[config.mk]
export PLATFORM = sky130hd
export DESIGN_NAME = button_conditioner
export DESIGN_NICKNAME = d
export VERILOG_FILES = /design/src/rtl/btn_pkg.sv /design/src/rtl/btn_sync.sv /design/src/rtl/button_conditioner.sv
export SDC_FILE = /design/constraint.sdc
export NUM_CORES = 1
export LEC_CHECK = 0
export BUFFER_PORTS_ARGS = -buffer_cell sky130_fd_sc_hd__buf_2
export CORE_ASPECT_RATIO = 0.75
export CORE_MARGIN = 3
export CORE_UTILIZATION = 53
export DETAILED_ROUTE_END_ITERATION = 10
export PLACE_DENSITY = 0.68
export SLEW_MARGIN = 20
export SYNTH_ARGS = -nofsm -noshare
export SYNTH_HDL_FRONTEND = slang
export SYNTH_SLANG_ARGS = --single-unit
[constraint.sdc]
create_clock -name CLK100MHZ -period 2.9 [get_ports CLK100MHZ]
set_clock_uncertainty 0.05 [all_clocks]
set_input_delay 0 -clock CLK100MHZ [delete_from_list [all_inputs] [get_ports CLK100MHZ]]
set_output_delay 0 -clock CLK100MHZ [all_outputs]
set_load 0.02 [all_outputs]
[src/rtl/btn_pkg.sv]
// Shared types and board-clock defaults for pushbutton conditioning.
// Button FSM state encoding and 100 MHz timing constants.
package btn_pkg;

    typedef enum logic [1:0] {
        IDLE = 2'd0,
        DOWN = 2'd1,
        HELD = 2'd2
    } btn_state_e;

    localparam int unsigned DB_CYCLES_10MS = 1_000_000;
    localparam int unsigned LONG_CYCLES_1S = 100_000_000;

endpackage

[src/rtl/btn_sync.sv]
// Asynchronous pad synchroniser: STAGES-deep flop chain, async active-high clear.
// Latency STAGES edges; no flow control.
module btn_sync
    import btn_pkg::*;
#(
    parameter int unsigned STAGES = 2
) (
    input  logic clk,
    input  logic rst,
    input  logic d_i,
    output logic q_o
);

    logic [STAGES-1:0] sync_q;

    always_ff @(posedge clk or posedge rst) begin
        if (rst) begin
            sync_q <= '0;
        end else begin
            sync_q <= {sync_q[STAGES-2:0], d_i};
        end
    end

    assign q_o = sync_q[STAGES-1];

endmodule

[src/rtl/button_conditioner.sv]
// Pushbutton conditioner: synchronise, debounce, then classify as click or long hold.
// Level and pulses change SYNC_STAGES+DB_CYCLES edges after a stable pad level; no flow control.
module button_conditioner
    import btn_pkg::*;
#(
    parameter int unsigned SYNC_STAGES = 2,
    parameter int unsigned DB_CYCLES   = DB_CYCLES_10MS,
    parameter int unsigned LONG_CYCLES = LONG_CYCLES_1S
) (
    input  logic CLK100MHZ,
    input  logic RST,
    input  logic i_btn,
    output logic o_state,
    output logic o_ondn,
    output logic o_onup,
    output logic o_long,
    output logic o_click
);

    localparam int unsigned DB_W   = $clog2(DB_CYCLES);
    localparam int unsigned LONG_W = $clog2(LONG_CYCLES);
    localparam logic [DB_W-1:0]   DB_LAST   = DB_W'(DB_CYCLES - 1);
    localparam logic [LONG_W-1:0] LONG_LAST = LONG_W'(LONG_CYCLES - 1);

    logic s_btn;

    btn_sync #(.STAGES(SYNC_STAGES)) u_sync (
        .clk (CLK100MHZ),
        .rst (RST),
        .d_i (i_btn),
        .q_o (s_btn)
    );

    logic [DB_W-1:0]   db_cnt_q, db_cnt_d;
    logic [LONG_W-1:0] long_cnt_q, long_cnt_d;
    logic              state_q, state_d;
    btn_state_e        fsm_q, fsm_d;
    logic              ondn_q, ondn_d, onup_q, onup_d;
    logic              long_q, long_d, click_q, click_d;
    logic              differ, db_done, acc_press, acc_rel;

    // Any sample back at the accepted level restarts the stability count.
    assign differ    = s_btn ^ state_q;
    assign db_done   = differ && (db_cnt_q == DB_LAST);
    assign acc_press = db_done & ~state_q;
    assign acc_rel   = db_done & state_q;

    always_comb begin
        db_cnt_d = '0;
        state_d  = state_q;
        if (db_done) begin
            state_d = ~state_q;
        end else if (differ) begin
            db_cnt_d = db_cnt_q + DB_W'(1);
        end
    end

    always_comb begin
        fsm_d      = fsm_q;
        long_cnt_d = long_cnt_q;
        ondn_d     = 1'b0;
        onup_d     = 1'b0;
        long_d     = 1'b0;
        click_d    = 1'b0;
        case (fsm_q)
            IDLE: begin
                if (acc_press) begin
                    fsm_d      = DOWN;
                    ondn_d     = 1'b1;
                    long_cnt_d = '0;
                end
            end
            DOWN: begin
                // A release on the expiry edge still counts as a click.
                if (acc_rel) begin
                    fsm_d   = IDLE;
                    onup_d  = 1'b1;
                    click_d = 1'b1;
                end else if (long_cnt_q == LONG_LAST) begin
                    fsm_d  = HELD;
                    long_d = 1'b1;
                end else begin
                    long_cnt_d = long_cnt_q + LONG_W'(1);
                end
            end
            HELD: begin
                if (acc_rel) begin
                    fsm_d  = IDLE;
                    onup_d = 1'b1;
                end
            end
            default: fsm_d = IDLE;
        endcase
    end

    always_ff @(posedge CLK100MHZ or posedge RST) begin
        if (RST) begin
            db_cnt_q   <= '0;
            long_cnt_q <= '0;
            state_q    <= 1'b0;
            fsm_q      <= IDLE;
            ondn_q     <= 1'b0;
            onup_q     <= 1'b0;
            long_q     <= 1'b0;
            click_q    <= 1'b0;
        end else begin
            db_cnt_q   <= db_cnt_d;
            long_cnt_q <= long_cnt_d;
            state_q    <= state_d;
            fsm_q      <= fsm_d;
            ondn_q     <= ondn_d;
            onup_q     <= onup_d;
            long_q     <= long_d;
            click_q    <= click_d;
        end
    end

    assign o_state = state_q;
    assign o_ondn  = ondn_q;
    assign o_onup  = onup_q;
    assign o_long  = long_q;
    assign o_click = click_q;

endmodule

==> run metrics <==
RSZ-0062 raised after global routing=no; CTS Buf Count=5; Global Route met1 Usage=35.5%; DP Cell Count=423; Vias/cell=5.96; FMAX=372 MHz; Critical path buffers and inverters=1; nets=362; diode count=0; Placer Congestion=0.813; Netlist Area Pre-Place=3280 µm²; final period utilization=92.7%; I/O pins=8; via count=2581; Iter 0 DRT Violations=209; CORE AREA=5920 µm²; Root Buffer=clkbuf_8; Power Density=383 nW/µm²; layer with the highest usage=met1; antenna violations before repair=0; worst setup margin=0.212 ns; ranking of synthesized cells by area=dfrtp_1, mux2i_1, nor2_1; largest net degree at the start of global routing=28; DRC=0; synth cell count leaders=dfrtp_1, nor2_1, nand2_1; Routed WL=7130 µm; Clock Path Buffers=2; Final ANT Viol Nets=0; DR WL/cell=16.5 µm; Post-synth EDFFs=0; switch share=22.3%; CTS tree=built; most frequent cell after synthesis=dfrtp_1; clock share of power=39.0%; total grt overflow=0; 1st-pass router iterations=4; actual slew at the worst max-slew pin=0.681 ns; Synth Flop Type=dfrtp_1; Combinational Power Share=2.5%; clock-pin slew on the worst setup and hold paths=0.11 ns; Non-Filler Instances=433; share of layout cells above drive strength 1=13.5%; post-synth top area cell=dfrtp_1; Reg power frac=58.4%; Hold Path Class=in -> async; Post-Route Utilization=59.6%; syn_nets=349; Area after DPL=3390 µm²; total track usage=21.0%; die outline width=96.9 µm; Crit Path Class=reg -> reg; Die Area=7180 µm²; Area Growth Syn to Fin=7.40%; fin crit period=2.69 ns; vias in the first global route=2293; top-area cell type share of the netlist area=42.7%; CP Launch Type=flop; design area=3520 µm²; status=finished clean; worst skew pair latency=0.32 ns; met2 Use GR=27.3%; Critical Path AT=2.85 ns; area of the multi-input gates=1690 µm²; first-pass GRT wire length=12100 µm; Lkg Pwr=1.52 nW; ys async rst share=100%; yosys warns=0; endpoints failing hold=0; setup TNS=0 ns; CP Capture Type=flop; # rows=24; Cells after Synth=341; Starting Density=55.5%; Synth cell types=60; Slew Viols, Final=0; Seq cells post-synth=56; sequential area share after synthesis=42.7%; Cell Int Power=0.00105 W; CP Cell Sequence=ha_1, nand3_1, nor4_1, a41o_2, a211o_1, buf_4, a21boi_0, o21a_1; Die Height=74.2 µm; max-cap violations=0; clk sinks=56; Port Buffers=7; Setup-failing EPs final=0; Worst path slowest cell=nor4_1; critical path peak fanout=9; pre-CTS setup slack=0.250 ns; Req. time, crit path=3.06 ns; Slew headroom=54.5%; Reg area=1400 µm²; Syn Area/Cell=9.62 µm²; slowest stage delay, CP=0.46 ns; htree depth=2; Fillers=495; Net Sw Power=0.000301 W; GRT met3 Usage=3.47%; Post-DP HPWL=4990 µm; VDD IR max=225 µV; Top delay family on crit path=compound AO/OA/AOI/OAI gates
==> through the flow <==
stage	power (W)	hold slack, ns
2_1_floorplan	0.000825	-0.0186
3_5_place_dp	0.000839	0.0567
4_1_cts	0.00136	0.240
3_3_place_gp	0.000838	0.0558
6_report	0.00135	0.224
5_1_grt	0.00140	0.269
==> power by group through the flow <==
stage          Clock [W]  Combinational, W  Sequential [W]
6_report        0.000528         0.0000341        0.000790
5_1_grt         0.000565         0.0000397        0.000791
3_3_place_gp           0         0.0000334        0.000805
4_1_cts         0.000537         0.0000356        0.000790
2_1_floorplan          0         0.0000219        0.000804
3_5_place_dp           0         0.0000337        0.000805
==> what timing repair did <==
| item | 4_1_cts | 5_1_grt |
|---|---|---|
| hold endpoints to repair | 25 | 0 |
| setup buffers | 0 | 0 |
| hold buffers | 2 | 0 |
| gates resized for setup | 0 | 0 |
==> flip-flops by register name, summed over array words and instances (netlist names) <==
signal,cells
o_long,1
o_onup,1
fsm_q,2
o_ondn,1
long_cnt_q,27
db_cnt_q,20
u_sync.sync_q,2
o_click,1
o_state,1
==> worst register-to-register path, stage by stage, from the launching register on <==
cell and delay (ns):
dfrtp_1 0.43, ha_1 0.23, nand3_1 0.21, nor4_1 0.46, a41o_2 0.35, a211o_1 0.34, buf_4 0.24, a21boi_0 0.11
o21a_1 0.17
==> cells by family (layout without fill, tap and decap cells) <==
kind of cell               count (synthesis)  in the layout  synth area share [%]
AOI/OAI and AO/OA                         68             68                  15.3
xor gates and xnor gates                  14             14                  3.74
adders and majority gates                  5              5                  1.91
buffers and inverters                     29             43                  5.87
DFF                                       56             56                  42.7
muxes                                     15             15                  4.73
and+or+nand+nor                          154            154                  25.7
==> final cells by class <==
cell class / count / area share, %
Multi-Input combinational cell: 256 / 47.9
Inverter: 13 / 1.38
Timing Repair Buffer: 22 / 5.04
Clock inverter: 3 / 1.21
Sequential cell: 56 / 39.8
Tap cell: 78 / 2.77
Clock buffer: 5 / 1.95
==> cells in the final DEF (no fill, tap or decap), types with 8 or more instances in the layout <==
cell type  instances
nor2_1            35
inv_1             11
nand3_1           19
dfrtp_1           56
nand4_1           18
buf_4             11
mux2i_1           14
nand2_1           33
a21oi_1           13
o21ai_0            8
a31oi_1            8
and3_1            12
==> final timing paths <==
path                                  start          endpoint  slack (ns)  cells past startpoint
setup / recovery              long_cnt_q[0]    long_cnt_q[10]        0.21                      8
hold / removal                          RST      db_cnt_q[10]        0.22                      3
setup reg to reg              long_cnt_q[0]    long_cnt_q[10]        0.21                      8
hold reg to reg            u_sync.sync_q[0]  u_sync.sync_q[1]        0.31                      0
max in group asynchronous               RST  u_sync.sync_q[0]        1.89                      4
min in group CLK100MHZ                i_btn  u_sync.sync_q[0]        0.28                      2
==> metal layers <==
layer | up-vias | routed length [µm]
met5 | - | 0
met4 | 0 | 48
met3 | 5 | 398
met2 | 62 | 2790
met1 | 1241 | 3900
li1 | 1273 | -
Note: power is estimated with default switching activity, not from simulation.
